--- config.mk ---
export PLATFORM = sky130hd
export DESIGN_NAME = mem_arbiter_flat
export DESIGN_NICKNAME = d
export VERILOG_FILES = /design/src/rtl/mem_arbiter_if.sv /design/src/rtl/mem_arbiter.sv /design/src/flat_wrapper.sv
export SDC_FILE = /design/constraint.sdc
export NUM_CORES = 1
export LEC_CHECK = 0
export ABC_AREA = 1
export BUFFER_PORTS_ARGS = -buffer_cell sky130_fd_sc_hd__buf_2
export CAP_MARGIN = 20
export CORE_MARGIN = 2
export CORE_UTILIZATION = 40
export DETAILED_ROUTE_END_ITERATION = 10
export PLACE_DENSITY = 0.66
export SYNTH_ARGS = -nofsm -noshare
export SYNTH_HDL_FRONTEND = slang
export SYNTH_SLANG_ARGS = --single-unit
--- constraint.sdc ---
create_clock -name clock -period 3.66 [get_ports clock]
set_input_delay 0.549 -clock clock [delete_from_list [all_inputs] [get_ports clock]]
set_output_delay 0.549 -clock clock [all_outputs]
set_load 0.01 [all_outputs]
--- src/rtl/mem_arbiter_if.sv ---
// Bundle of requester ports (CPU and host), byte-RAM port and busy flag
// shared between mem_arbiter (slave) and the surrounding system (master).
interface mem_arbiter_if #(
    parameter int AW = 16
);
    logic          cpu_req;
    logic          cpu_we;
    logic          cpu_wide;
    logic [AW-1:0] cpu_addr;
    logic [15:0]   cpu_wdata;
    logic          cpu_ack;
    logic [15:0]   cpu_rdata;

    logic          host_req;
    logic          host_we;
    logic          host_wide;
    logic [AW-1:0] host_addr;
    logic [15:0]   host_wdata;
    logic          host_ack;
    logic [15:0]   host_rdata;

    logic          mem_en;
    logic          mem_we;
    logic [AW-1:0] mem_addr;
    logic [7:0]    mem_wdata;
    logic [7:0]    mem_rdata;

    logic          busy;

    modport slave (
        input  cpu_req, cpu_we, cpu_wide, cpu_addr, cpu_wdata,
        output cpu_ack, cpu_rdata,
        input  host_req, host_we, host_wide, host_addr, host_wdata,
        output host_ack, host_rdata,
        output mem_en, mem_we, mem_addr, mem_wdata,
        input  mem_rdata,
        output busy
    );

    modport master (
        output cpu_req, cpu_we, cpu_wide, cpu_addr, cpu_wdata,
        input  cpu_ack, cpu_rdata,
        output host_req, host_we, host_wide, host_addr, host_wdata,
        input  host_ack, host_rdata,
        input  mem_en, mem_we, mem_addr, mem_wdata,
        output mem_rdata,
        input  busy
    );
endinterface

--- src/rtl/mem_arbiter.sv ---
// Round-robin CPU/host arbiter sequencing byte and little-endian word
// accesses onto a single-port synchronous byte RAM. All outputs registered.
module mem_arbiter #(
    parameter int AW = 16
) (
    input  logic         clock,
    input  logic         reset_n,
    mem_arbiter_if.slave bus
);

    typedef enum logic [1:0] {IDLE, ACC0, ACC1, RESP} state_t;

    localparam logic PORT_CPU  = 1'b0;
    localparam logic PORT_HOST = 1'b1;

    state_t        r_state, w_state_next;
    logic          r_owner, w_owner_next;
    logic          r_last, w_last_next;
    logic          r_we, w_we_next;
    logic          r_wide, w_wide_next;
    logic [7:0]    r_wdata_hi, w_wdata_hi_next;
    logic [7:0]    r_lo_buf, w_lo_buf_next;
    logic          r_cpu_ack, w_cpu_ack_next;
    logic          r_host_ack, w_host_ack_next;
    logic [15:0]   r_cpu_rdata, w_cpu_rdata_next;
    logic [15:0]   r_host_rdata, w_host_rdata_next;
    logic          r_mem_en, w_mem_en_next;
    logic          r_mem_we, w_mem_we_next;
    logic [AW-1:0] r_mem_addr, w_mem_addr_next;
    logic [7:0]    r_mem_wdata, w_mem_wdata_next;
    logic          r_busy, w_busy_next;

    logic          w_grant_host;
    logic          w_sel_we;
    logic          w_sel_wide;
    logic [AW-1:0] w_sel_addr;
    logic [15:0]   w_sel_wdata;
    logic [15:0]   w_rd_word;

    // On a tie the port that did not win last time gets the grant.
    assign w_grant_host = bus.host_req && (!bus.cpu_req || (r_last == PORT_CPU));
    assign w_sel_we     = w_grant_host ? bus.host_we    : bus.cpu_we;
    assign w_sel_wide   = w_grant_host ? bus.host_wide  : bus.cpu_wide;
    assign w_sel_addr   = w_grant_host ? bus.host_addr  : bus.cpu_addr;
    assign w_sel_wdata  = w_grant_host ? bus.host_wdata : bus.cpu_wdata;
    assign w_rd_word    = r_wide ? {bus.mem_rdata, r_lo_buf} : {8'h00, bus.mem_rdata};

    always_comb begin
        w_state_next      = r_state;
        w_owner_next      = r_owner;
        w_last_next       = r_last;
        w_we_next         = r_we;
        w_wide_next       = r_wide;
        w_wdata_hi_next   = r_wdata_hi;
        w_lo_buf_next     = r_lo_buf;
        w_cpu_ack_next    = 1'b0;
        w_host_ack_next   = 1'b0;
        w_cpu_rdata_next  = r_cpu_rdata;
        w_host_rdata_next = r_host_rdata;
        w_mem_en_next     = r_mem_en;
        w_mem_we_next     = r_mem_we;
        w_mem_addr_next   = r_mem_addr;
        w_mem_wdata_next  = r_mem_wdata;

        unique case (r_state)
            IDLE: begin
                // Blocking the grant while an ack is out yields the dead cycle.
                if ((bus.cpu_req || bus.host_req) && !r_cpu_ack && !r_host_ack) begin
                    w_owner_next     = w_grant_host;
                    w_last_next      = w_grant_host;
                    w_we_next        = w_sel_we;
                    w_wide_next      = w_sel_wide;
                    w_wdata_hi_next  = w_sel_wdata[15:8];
                    w_mem_en_next    = 1'b1;
                    w_mem_we_next    = w_sel_we;
                    w_mem_addr_next  = w_sel_addr;
                    w_mem_wdata_next = w_sel_wdata[7:0];
                    w_state_next     = ACC0;
                end
            end
            ACC0: begin
                if (r_wide) begin
                    w_mem_addr_next  = r_mem_addr + AW'(1);
                    w_mem_wdata_next = r_wdata_hi;
                    w_state_next     = ACC1;
                end else begin
                    w_mem_en_next = 1'b0;
                    w_mem_we_next = 1'b0;
                    w_state_next  = RESP;
                end
            end
            ACC1: begin
                w_lo_buf_next = bus.mem_rdata;
                w_mem_en_next = 1'b0;
                w_mem_we_next = 1'b0;
                w_state_next  = RESP;
            end
            RESP: begin
                if (r_owner == PORT_HOST) begin
                    w_host_ack_next = 1'b1;
                    if (!r_we) w_host_rdata_next = w_rd_word;
                end else begin
                    w_cpu_ack_next = 1'b1;
                    if (!r_we) w_cpu_rdata_next = w_rd_word;
                end
                w_state_next = IDLE;
            end
            default: w_state_next = IDLE;
        endcase

        w_busy_next = (w_state_next != IDLE);
    end

    always_ff @(posedge clock or negedge reset_n) begin
        if (!reset_n) begin
            r_state      <= IDLE;
            r_owner      <= PORT_CPU;
            r_last       <= PORT_HOST;
            r_we         <= 1'b0;
            r_wide       <= 1'b0;
            r_wdata_hi   <= 8'h00;
            r_lo_buf     <= 8'h00;
            r_cpu_ack    <= 1'b0;
            r_host_ack   <= 1'b0;
            r_cpu_rdata  <= 16'h0000;
            r_host_rdata <= 16'h0000;
            r_mem_en     <= 1'b0;
            r_mem_we     <= 1'b0;
            r_mem_addr   <= '0;
            r_mem_wdata  <= 8'h00;
            r_busy       <= 1'b0;
        end else begin
            r_state      <= w_state_next;
            r_owner      <= w_owner_next;
            r_last       <= w_last_next;
            r_we         <= w_we_next;
            r_wide       <= w_wide_next;
            r_wdata_hi   <= w_wdata_hi_next;
            r_lo_buf     <= w_lo_buf_next;
            r_cpu_ack    <= w_cpu_ack_next;
            r_host_ack   <= w_host_ack_next;
            r_cpu_rdata  <= w_cpu_rdata_next;
            r_host_rdata <= w_host_rdata_next;
            r_mem_en     <= w_mem_en_next;
            r_mem_we     <= w_mem_we_next;
            r_mem_addr   <= w_mem_addr_next;
            r_mem_wdata  <= w_mem_wdata_next;
            r_busy       <= w_busy_next;
        end
    end

    assign bus.cpu_ack    = r_cpu_ack;
    assign bus.cpu_rdata  = r_cpu_rdata;
    assign bus.host_ack   = r_host_ack;
    assign bus.host_rdata = r_host_rdata;
    assign bus.mem_en     = r_mem_en;
    assign bus.mem_we     = r_mem_we;
    assign bus.mem_addr   = r_mem_addr;
    assign bus.mem_wdata  = r_mem_wdata;
    assign bus.busy       = r_busy;

endmodule

--- src/flat_wrapper.sv ---
// flat-port wrapper written by rule: the top's interface ports become plain ports
module mem_arbiter_flat 
#(
    parameter int AW = 16
)
  (clock, reset_n, bus_cpu_req, bus_cpu_we, bus_cpu_wide, bus_cpu_addr, bus_cpu_wdata, bus_cpu_ack, bus_cpu_rdata, bus_host_req, bus_host_we, bus_host_wide, bus_host_addr, bus_host_wdata, bus_host_ack, bus_host_rdata, bus_mem_en, bus_mem_we, bus_mem_addr, bus_mem_wdata, bus_mem_rdata, bus_busy);
  mem_arbiter_if #(.AW(AW)) bus_i ();
  input  logic clock;
  input  logic reset_n;
  input wire logic [$bits(bus_i.cpu_req)-1:0] bus_cpu_req;
  input wire logic [$bits(bus_i.cpu_we)-1:0] bus_cpu_we;
  input wire logic [$bits(bus_i.cpu_wide)-1:0] bus_cpu_wide;
  input wire logic [$bits(bus_i.cpu_addr)-1:0] bus_cpu_addr;
  input wire logic [$bits(bus_i.cpu_wdata)-1:0] bus_cpu_wdata;
  output wire logic [$bits(bus_i.cpu_ack)-1:0] bus_cpu_ack;
  output wire logic [$bits(bus_i.cpu_rdata)-1:0] bus_cpu_rdata;
  input wire logic [$bits(bus_i.host_req)-1:0] bus_host_req;
  input wire logic [$bits(bus_i.host_we)-1:0] bus_host_we;
  input wire logic [$bits(bus_i.host_wide)-1:0] bus_host_wide;
  input wire logic [$bits(bus_i.host_addr)-1:0] bus_host_addr;
  input wire logic [$bits(bus_i.host_wdata)-1:0] bus_host_wdata;
  output wire logic [$bits(bus_i.host_ack)-1:0] bus_host_ack;
  output wire logic [$bits(bus_i.host_rdata)-1:0] bus_host_rdata;
  output wire logic [$bits(bus_i.mem_en)-1:0] bus_mem_en;
  output wire logic [$bits(bus_i.mem_we)-1:0] bus_mem_we;
  output wire logic [$bits(bus_i.mem_addr)-1:0] bus_mem_addr;
  output wire logic [$bits(bus_i.mem_wdata)-1:0] bus_mem_wdata;
  input wire logic [$bits(bus_i.mem_rdata)-1:0] bus_mem_rdata;
  output wire logic [$bits(bus_i.busy)-1:0] bus_busy;
  assign bus_i.cpu_req = bus_cpu_req;
  assign bus_i.cpu_we = bus_cpu_we;
  assign bus_i.cpu_wide = bus_cpu_wide;
  assign bus_i.cpu_addr = bus_cpu_addr;
  assign bus_i.cpu_wdata = bus_cpu_wdata;
  assign bus_cpu_ack = bus_i.cpu_ack;
  assign bus_cpu_rdata = bus_i.cpu_rdata;
  assign bus_i.host_req = bus_host_req;
  assign bus_i.host_we = bus_host_we;
  assign bus_i.host_wide = bus_host_wide;
  assign bus_i.host_addr = bus_host_addr;
  assign bus_i.host_wdata = bus_host_wdata;
  assign bus_host_ack = bus_i.host_ack;
  assign bus_host_rdata = bus_i.host_rdata;
  assign bus_mem_en = bus_i.mem_en;
  assign bus_mem_we = bus_i.mem_we;
  assign bus_mem_addr = bus_i.mem_addr;
  assign bus_mem_wdata = bus_i.mem_wdata;
  assign bus_i.mem_rdata = bus_mem_rdata;
  assign bus_busy = bus_i.busy;
  mem_arbiter #(.AW(AW)) u_core (.clock(clock), .reset_n(reset_n), .bus(bus_i));
endmodule
==> run metrics, run 1 <==
worst-path cell with the longest stage delay ha_1; Residual DRC 0; worst min-delay path class input pin to async pin; vias in the first global route 4025; Placed Instances 796; CP max FO 26; r2r endpoint u_core.bus.mem_addr[5]; Die ar. 11490 um2; n_diodes 0; post-synth top area share 48.19%; final core area utilization 51.02%; setup ws final 1.396 ns; Yosys cell types 31; crit path cell chain inv_1, ha_1, nand2_2, o21ai_1, nand2_2, inv_4, nand2_1, o21ai_0, inv_1; RSZ-0062 raised after global routing no; worst-margin pin slew 0.9793 ns; multi-input logic area 1884 um2; IO buf count 140; die extent in x 107.2 um; RR Startpoint u_core.r_state[1]; Final setup viols 0; Sequential Area 2078 um2; Startpoint Class flip-flop; minimum clock period after layout 2.264 ns; CP Launch Point u_core.r_state[1]; H-tree depth 3; CTS tree built; Critical Path Max Stage Delay 0.55 ns; # rows 37; antenna violations before repair 0; cts repair resizes 0; Leak Pwr 2.771 nW; synthesized cell area 4258 um2; Placer Congestion 0.8046; chip height 107.2 um; fin cells 813; status finished, final reports clean; Slew HR 34.64%; Pwr Total 4.622 mW; fin. max-slew vios 0; CTS Buf Count 9; mean area per synthesized cell 7.841 um2; Seq/Total Area, Yosys 48.81%; P&R area growth vs syn 23.71%; area leader, netlist dfrtp_1; Final Hold Fails 0; clk_lat worst skew 0.36 ns; reg2reg setup slack 1.40 ns; share of cells above drive strength 1 27.18%; critical path class flip-flop to flip-flop; Peak supply drop 443.3 uV; DRT Pass-1 Iters 5; placed inst area 5007 um2; Power Density 877.5 nW/um2; DR vias 4034; 1st-iter DRT viols 298; Antenna Violating Nets Remaining 0; worst hold slack 0.01244 ns; Synth Register Bits 83; Initial Util 41.24%; Post-DP HPWL 8.222 mm; worst slack at placement 1.362 ns; max-cap viol count 0; critical path capture point type flip-flop; FMAX 441.6 MHz; R2R depth 9; Fill cells 988; io pins 141; setup_tns 0 ns; Max clock buf depth 2; wirelength, routed 11.40 mm; pin count of the biggest net entering global routing 84; wire length per cell 14.02 um; cell area after layout 5268 um2; Post-CTS Setup Bufs 0; post-DR vias/cell 4.962; Clock Tree Root clkbuf_8; hold buffers post-CTS 0; Post-synth EDFFs 0; clock skew 0.01001 ns; Synth async-reset ratio 100.0%; Total GRT Usage 20.74%; synth warn 0; Overflow after GRT 0; post-synthesis cell count 543; Synth Flop Type dfrtp_1; Crit path arrival time 2.52 ns; nets@finish 759; clk slew on worst S/H paths 0.10 ns; Area contributors post-synth dfrtp_1, nand2_1, nor2_1; first-pass GRT wire length 19.06 mm; Placeable Area 10320 um2; Mapped Nets 630; fin crit share 61.86%; critical path data required time 3.92 ns; Num Clock Sinks 83
worst max path at each step:
stage / end / slack [ns] / cells after the start
2_1_floorplan: u_core.bus.mem_addr[11] / 2.17 / 8
3_3_place_gp: u_core.bus.mem_addr[11] / 1.41 / 8
3_5_place_dp: u_core.bus.mem_addr[9] / 1.36 / 10
4_1_cts: u_core.bus.mem_addr[5] / 1.40 / 9
5_1_grt: u_core.bus.mem_addr[5] / 1.15 / 9
6_report: u_core.bus.mem_addr[5] / 1.40 / 9
cell usage in the layout, fill, tap and decap left out, types with 2 or more instances in the layout:
cell and instances:
a21oi_1 15, a21oi_2 7, a22oi_1 2, buf_2 139, buf_4 3, bufinv_16 2, clkbuf_8 9, clkinv_4 2
dfrtp_1 82, ha_1 7, inv_1 38, inv_2 2, inv_8 2, mux2_2 8, nand2_1 174, nand2_2 3
nand3_1 36, nand4_1 2, nor2_1 60, o211ai_1 9, o21a_1 8, o21ai_0 45, o21ai_1 9, o22ai_1 2
per-layer routing:
metal  wire length, um  global-route usage, %
met4               118                  6.586
met3               837                  4.316
met1              4932                  26.61
met2              5510                  35.04
met5                 0                      0
synthesized netlist by cell type (2+ instances only):
| master | number |
|---|---|
| clkbuf_1 | 5 |
| nor2_1 | 60 |
| inv_2 | 2 |
| ha_1 | 7 |
| a22oi_1 | 2 |
| o21ai_1 | 9 |
| o211ai_1 | 9 |
| o22ai_1 | 2 |
| nand3_1 | 36 |
| inv_1 | 38 |
| nand2_2 | 3 |
| a21oi_1 | 15 |
| dfrtp_1 | 82 |
| buf_2 | 15 |
| a21oi_2 | 7 |
| o21ai_0 | 45 |
| nand4_1 | 2 |
| o21a_1 | 8 |
| buf_4 | 3 |
| nand2_1 | 174 |
| buf_6 | 2 |
| mux2_2 | 8 |
where the power goes:
group	internal (mW)	switching, mW	total (mW)
clock network	0.399	0.376	0.775
registers	1.36	0.330	1.69
logic	0.804	1.35	2.16
total	2.56	2.06	4.62
state kept, by name (all words and copies together), names as in the netlist, 2 cells and up:
| signal | flops |
|---|---|
| u_core.r_state | 2 |
| u_core.bus.cpu_rdata | 16 |
| u_core.bus.mem_wdata | 8 |
| u_core.r_lo_buf | 8 |
| u_core.bus.mem_addr | 16 |
| u_core.bus.host_rdata | 16 |
| u_core.r_wdata_hi | 8 |
final cells by class:
type / count / area share [%]
Sequential cell: 83 / 39.45
Clock inverter: 7 / 2.067
Inverter: 41 / 2.969
Multi-Input combinational cell: 394 / 35.77
Clock buffer: 9 / 2.352
Timing Repair Buffer: 143 / 14.16
Tap cell: 136 / 3.230
logic make-up after synthesis:
logic type               count (synthesis)  share of synthesized area [%]
AO/OA/AOI/OAI                          100                          13.75
flip-flops                              83                          48.81
adder cells (fa/ha/maj)                  7                          2.057
buffers and inverters                   66                          6.935
AND/OR/NAND/NOR                        279                          26.33
multiplexers                             8                          2.116
worst max-delay path, delay by kind of cell (launching register included):
family | cells | cell delay [ns]
DFF | 1 | 0.42
and+or+nand+nor | 3 | 0.48
adders and majority gates | 1 | 0.55
buffers and inverters | 3 | 0.52
AOI/OAI and AO/OA | 2 | 0.19
Note: power is estimated with default switching activity, not from simulation.
==> run 2, diff against run 1 <==
--- a/config.mk
+++ b/config.mk
@@ -5,13 +5,13 @@
 export SDC_FILE = /design/constraint.sdc
 export NUM_CORES = 1
 export LEC_CHECK = 0
-export ABC_AREA = 1
+export ABC_AREA = 0
 export BUFFER_PORTS_ARGS = -buffer_cell sky130_fd_sc_hd__buf_2
 export CAP_MARGIN = 20
 export CORE_MARGIN = 2
 export CORE_UTILIZATION = 40
 export DETAILED_ROUTE_END_ITERATION = 10
-export PLACE_DENSITY = 0.66
+export PLACE_DENSITY = 0.69
 export SYNTH_ARGS = -nofsm -noshare
 export SYNTH_HDL_FRONTEND = slang
 export SYNTH_SLANG_ARGS = --single-unit
==> constraint.sdc (replaced) <==
create_clock -name clock -period 1.9 [get_ports clock]
set_input_delay 0.285 -clock clock [delete_from_list [all_inputs] [get_ports clock]]
set_output_delay 0.285 -clock clock [all_outputs]
set_load 0.01 [all_outputs]
==> run metrics, run 2 <==
most frequent cells in the layout buf_2, nand2_1, dfrtp_1; Synth Register Bits 83 (unchanged); # rows 37 (unchanged); minimum clock period after layout 1.806 ns (-0.4580 ns); synthesized cell area 4110 um2 (-3.5%); Mapped Nets 513 (-19%); FMAX 553.6 MHz (+25%); clk slew on worst S/H paths 0.09 ns (about the same); Sw Ratio 41.73% (-2.8 points); Synth Flop Type dfrtp_1; GR Util met1 25.13% (-1.5 points); Seq/Total Area, Yosys 50.56% (+1.8 points); Post-DP HPWL 7.732 mm (-6.0%); status finished, final reports clean; Slew HR 67.57% (+33 points); met3 GRT Util 6.246% (+1.9 points); Synth async-reset ratio 100.0% (unchanged); Residual DRC 0 (unchanged); share of cells above drive strength 1 35.83% (+8.6 points); vias in the first global route 3595 (-11%); post-synth top area share 49.92% (+1.7 points); synth warn 0 (unchanged); post-DR vias/cell 5.087 (+2.5%); Total GRT Usage 19.37% (-1.4 points); fin cells 711 (-13%); top-count cell post-synth nand2_1; DR vias 3617 (-10%); Placer Congestion 0.8526 (+6.0%); Placed Instances 694 (-13%); clk_lat worst skew 0.35 ns (about the same); Final Hold Fails 0 (unchanged); chip height 105.4 um (-1.7%); IO buf count 140 (unchanged); post-synthesis cell count 426 (-22%); RR Startpoint u_core.r_state[1]; Commonest cells post-synth nand2_1, dfrtp_1, o21ai_0, mux2i_1, clkbuf_1; hold_sp bus_mem_rdata[2]; die extent in x 105.4 um (-1.7%); GRT met2 Usage 30.37% (-4.7 points); CTS tree built; Leak Pwr 2.595 nW (-6.4%); Die ar. 11100 um2 (-3.3%); Crit path arrival time 2.04 ns (-0.48 ns); first-pass GRT wire length 17.12 mm (-10%); wirelength, routed 10.40 mm (-8.7%); antenna violations before repair 1 (+1); R2R depth 7 (-2); io pins 141 (unchanged); P&R area growth vs syn 27.73%; Post-synth EDFFs 0 (unchanged); H-tree depth 3 (unchanged); critical path class flip-flop to flip-flop; commonest non-fill, non-tap cell in the layout buf_2; Clock Tree Root clkbuf_8; Startpoint Class flip-flop; Final setup viols 0 (unchanged); Sequential Power Share 38.1% (+1.5 points); Top delay family on crit path simple AND/OR/NAND/NOR gates; Placeable Area 10140 um2 (-1.8%); setup ws final 0.09377 ns (-1.302 ns); Overflow after GRT 0 (unchanged); Antenna Violating Nets Remaining 0 (unchanged); worst path bufs/invs 1 (-2); DRT Pass-1 Iters 4 (-1); Int Pwr 4.893 mW (+91%); worst hold endpoint u_core.r_lo_buf[2]; worst min-delay path class input pin to flip-flop; Initial Util 40.54% (-0.70 points); reg2reg setup slack 0.09 ns (-1.30 ns); critical path capture point type flip-flop; setup_tns 0 ns (unchanged); Comb pwr share 46.4% (-0.2 points); pin count of the biggest net entering global routing 43 (-49%); wire length per cell 14.63 um (+4.3%); Peak supply drop 702.0 uV (+58%); clock skew 0.01147 ns (+0.001461 ns); fin crit share 95.06% (+33 points); n_diodes 0 (unchanged); Worst Hold Depth 2; area leader, netlist dfrtp_1; worst slack at placement 0.1041 ns (-1.257 ns); Area contributors post-synth dfrtp_1, nand2_1, o21ai_0; max-cap viol count 0 (unchanged); worst-margin pin slew 0.4864 ns (-0.4929 ns); 1st-iter DRT viols 197 (-34%); Power Density 1599 nW/um2 (+82%); fin. max-slew vios 0 (unchanged); Critical Path Max Stage Delay 0.40 ns (-0.15 ns); Clock Power Share 15.5% (-1.3 points); Num Clock Sinks 83 (unchanged); RSZ-0062 raised after global routing no; worst-path cell with the longest stage delay dfrtp_1; Yosys cell types 52 (+68%); grt peak-use layer met2; Post-CTS Setup Bufs 0 (unchanged); crit path cell chain inv_1, ha_1, nor2b_1, nor2_2, and2_4, a21oi_1, o221a_2; CTS Buf Count 9 (unchanged); mean area per synthesized cell 9.648 um2 (+23%); Max clock buf depth 2 (unchanged); nets@finish 657 (-13%); r2r endpoint u_core.bus.mem_addr[4]; sw power 3.504 mW (+70%); critical path data required time 2.14 ns (-1.78 ns); CP max FO 12 (-54%)
-- run 2: changes by cell type in the layout (fill, tap and decap cells not counted), moves of 5 or more --
| cell | delta |
|---|---|
| a21oi_2 | -6 |
| nand2_1 | -71 |
| mux2_2 | +5 |
| o211ai_1 | -9 |
| mux2i_1 | +29 |
| nor2_1 | -50 |
| inv_1 | -35 |
| o21ai_0 | +24 |
| nand3_1 | -22 |
| o21a_1 | -8 |
| buf_4 | +12 |
| o21ai_1 | -8 |
-- run 2: kinds of logic (layout without fill, tap and decap cells) --
family | count (synthesis) | after routing | synth area share (%)
and+or+nand+nor | 160 | 160 | 17.90
adders and majority gates | 7 | 7 | 2.131
AOI/OAI and AO/OA | 106 | 106 | 15.46
buffers and inverters | 28 | 177 | 3.318
muxes | 42 | 42 | 10.62
DFF | 83 | 83 | 50.56
-- run 2: power groups by stage --
stage | logic [mW] | registers (mW) | clock network (mW)
global placement | 3.76 | 3.18 | 0
finish | 3.90 | 3.20 | 1.30
CTS | 3.91 | 3.20 | 1.34
global route | 4.41 | 3.32 | 1.42
detailed placement | 3.91 | 3.22 | 0
floorplan | 2.31 | 3.38 | 0
-- run 2: cell type report --
cell class / instances / area, um2
Clock buffer: 10 / 137.6
Clock inverter: 6 / 63.81
Fill cell: 937 / 4888
Inverter: 3 / 11.26
Multi-Input combinational cell: 315 / 1911
Sequential cell: 83 / 2078
Tap cell: 136 / 170.2
Timing Repair Buffer: 158 / 878.3
-- run 2: worst reg2reg max path: stages (launching register included) --
cell	delay [ns]
dfrtp_1	0.40
inv_1	0.09
ha_1	0.23
nor2b_1	0.17
nor2_2	0.20
and2_4	0.27
a21oi_1	0.09
o221a_2	0.24
-- run 2: worst max-delay path by stage --
| stage | from | to | slack [ns] | cells past startpoint |
|---|---|---|---|---|
| after global routing | u_core.r_state[0] | u_core.bus.mem_addr[4] | 0.002 | 7 |
| after CTS | u_core.r_state[1] | u_core.bus.mem_wdata[2] | 0.08 | 8 |
| after global placement | u_core.r_state[1] | u_core.bus.mem_addr[4] | 0.19 | 7 |
| after floorplan | u_core.r_state[1] | u_core.bus.mem_addr[3] | 0.16 | 7 |
| final | u_core.r_state[1] | u_core.bus.mem_addr[4] | 0.09 | 7 |
| after detailed placement | u_core.r_state[0] | u_core.bus.mem_wdata[2] | 0.10 | 8 |
-- run 2: per-layer routing --
metal,vias to the layer above,wire (um)
met5,-,13
met4,2,189
met3,15,910
met2,123,4788
met1,1697,4498
li1,1780,-
-- run 2: timing repair --
item / CTS / global route
endpoints found under the hold margin: 10 / 0
setup endpoints to repair: 0 / 10
gates resized for setup: 0 / 2
hold buffers: 1 / 0
-- run 2: through the flow --
step / utilization (%) / power (mW) / hold slack [ns] / cell area, um2
2_1_floorplan: - / 5.682 / -0.01059 / 4110
3_5_place_dp: 49.62 / 7.132 / 0.1431 / 5031
5_1_grt: 51.78 / 9.147 / 0.1842 / 5250
4_1_cts: 51.71 / 8.449 / 0.1872 / 5243
6_report: 51.78 / 8.397 / 0.2048 / 5250
3_3_place_gp: 49.62 / 6.942 / 0.1419 / 5031
==> run 3, diff against run 2 <==
--- a/config.mk
+++ b/config.mk
@@ -11,7 +11,7 @@
 export CORE_MARGIN = 2
 export CORE_UTILIZATION = 40
 export DETAILED_ROUTE_END_ITERATION = 10
-export PLACE_DENSITY = 0.69
+export PLACE_DENSITY = 0.66
 export SYNTH_ARGS = -nofsm -noshare
 export SYNTH_HDL_FRONTEND = slang
 export SYNTH_SLANG_ARGS = --single-unit
==> constraint.sdc (replaced) <==
create_clock -name clock -period 1.8 [get_ports clock]
set_input_delay 0.27 -clock clock [delete_from_list [all_inputs] [get_ports clock]]
set_output_delay 0.27 -clock clock [all_outputs]
set_load 0.01 [all_outputs]
==> run metrics, run 3 (synthesis results as in run 2) <==
Top delay family on crit path buffers and inverters; most frequent cells in the layout buf_2, nand2_1, dfrtp_1; worst min-delay path class input pin to flip-flop; critical path capture point type flip-flop; post-DR vias/cell 5.066 (-0.43%); Residual DRC 0 (unchanged); P&R area growth vs syn 29.83%; Post-DP HPWL 7.640 mm (-1.2%); Die ar. 11100 um2 (unchanged); placed inst area 5054 um2 (+0.45%); Placer Congestion 0.8252 (-3.2%); Max clock buf depth 2 (unchanged); chip height 105.4 um (unchanged); reg2reg setup slack 0.10 ns (about the same); pin count of the biggest net entering global routing 84 (+95%); commonest non-fill, non-tap cell in the layout buf_2; minimum clock period after layout 1.699 ns (-0.1073 ns); Antenna Violating Nets Remaining 0 (unchanged); crit path cell chain inv_1, ha_1, buf_4, o31ai_4, buf_6, and3_2, nand3_1, o211a_1; Power Density 1715 nW/um2 (+7.2%); Crit path arrival time 1.94 ns (-0.10 ns); die extent in x 105.4 um (unchanged); H-tree depth 3 (unchanged); Num Clock Sinks 83 (unchanged); max-cap viol count 0 (unchanged); worst path bufs/invs 3 (+2); Worst Hold Depth 2 (unchanged); critical path data required time 2.04 ns (-0.10 ns); clk_lat worst skew 0.35 ns (about the same); Clock Tree Root clkbuf_8; CP Launch Point u_core.r_state[0]; R2R depth 8 (+1); n_diodes 0 (unchanged); fin crit share 94.39% (-0.68 points); 1st-iter DRT viols 152 (-23%); Total GRT Usage 19.41% (+0.040 points); fin cells 717 (+0.84%); met3 GRT Util 5.999% (-0.25 points); DRT Pass-1 Iters 5 (+1); clock skew 0.01030 ns (-0.001166 ns); Leak Pwr 2.637 nW (+1.6%); Slew HR 69.61% (+2.0 points); Pwr Total 9.152 mW (+9.0%); CP max FO 6 (-6); GRT met2 Usage 30.60% (+0.23 points); Startpoint Class flip-flop; worst-path cell with the longest stage delay dfrtp_2; cell area after layout 5336 um2 (+1.6%); Final Hold Fails 0 (unchanged); vias in the first global route 3570 (-0.70%); first-pass GRT wire length 17.40 mm (+1.7%); GR Util met1 26.41% (+1.3 points); CTS Buf Count 9 (unchanged); FMAX 588.6 MHz (+6.3%); Fill cells 946 (+0.96%); share of cells above drive strength 1 37.18% (+1.4 points); Peak supply drop 753.7 uV (+7.4%); critical path class flip-flop to flip-flop; IO buf count 140 (unchanged); DR vias 3632 (+0.41%); grt peak-use layer met2; worst-margin pin slew 0.4558 ns (-0.03057 ns); clk slew on worst S/H paths 0.09 ns (about the same); hold_sp bus_mem_rdata[1]; Critical Path Max Stage Delay 0.42 ns (+0.02 ns); Initial Util 40.54% (unchanged); Placeable Area 10140 um2 (unchanged); worst hold endpoint u_core.r_lo_buf[1]; Overflow after GRT 0 (unchanged); status finished, final reports clean; Final setup viols 0 (unchanged); antenna violations before repair 1 (unchanged); Placed Instances 697 (+0.43%); io pins 141 (unchanged); nets@finish 664 (+1.1%); CTS tree built; fin. max-slew vios 0 (unchanged); wire length per cell 14.91 um (+2.0%); RR Startpoint u_core.r_state[0]; wirelength, routed 10.69 mm (+2.8%); # rows 37 (unchanged); r2r endpoint u_core.bus.mem_addr[11]
==> run 3: cell count changes in the layout (fill, tap and decap cells not counted), moves of 2 or more <==
cell / previous run / this run
buf_6: 0 / 2
clkinvlp_4: 2 / 0
buf_4: 15 / 19
ha_1: 7 / 5
ha_2: 0 / 2
==> run 3: worst max path at each step <==
stage,endpoint,slack [ns],cells past startpoint
2_1_floorplan,u_core.bus.mem_addr[3],0.06,7
3_3_place_gp,u_core.bus.mem_addr[4],0.10,7
3_5_place_dp,u_core.bus.mem_addr[4],0.02,7
4_1_cts,u_core.bus.mem_addr[4],0.004,7
5_1_grt,u_core.bus.mem_addr[5],-0.01,8
6_report,u_core.bus.mem_addr[11],0.10,8
==> run 3: stage by stage <==
stage / setup slack (ns) / hold slack, ns / TNS, ns / util [%]
finish: 0.1011 / 0.1870 / 0 / 52.63
global route: -0.01409 / 0.1885 / -0.01409 / 52.63
CTS: 0.003989 / 0.1813 / 0 / 51.98
detailed placement: 0.02239 / 0.3452 / 0 / 49.85
global placement: 0.1037 / 0.3389 / 0 / 49.85
floorplan: 0.05787 / -0.02559 / 0 / -
==> run 3: what timing repair did <==
item                                    in CTS  in global routing
endpoints found under the setup margin       0                 23
gates resized for setup                      0                 11
hold buffers                                 1                  0
hold endpoints to repair                    82                  0
setup buffers                                0                  3
==> run 3: where the power goes <==
| part | switching (mW) | leakage [nW] | internal [mW] |
|---|---|---|---|
| registers | 0.645 | 1.01 | 2.74 |
| logic | 2.43 | 1.52 | 1.91 |
| clock network | 0.657 | 0.106 | 0.773 |
==> run 3: final cells by class <==
cell class              instances  area (um2)  share of cell area, %
flip-flops and latches         83        2079                  38.97
multi-input cells             316        1938                  36.32
repair buffers                164       930.9                  17.44
well taps                     136       170.2                  3.189
clock buffers                  10       127.6                  2.392
clock inverters                 5       78.83                  1.477
inverters                       3       11.26                 0.2110
==> run 3: per-layer routing <==
metal  part of all wire, %  routed length [um]  vias to the layer above
met5                  0.12                  13                        -
met2                    45                4854                      131
met3                   8.1                 868                       12
met1                    45                4818                     1696
met4                   1.3                 137                        2
li1                      -                   -                     1791
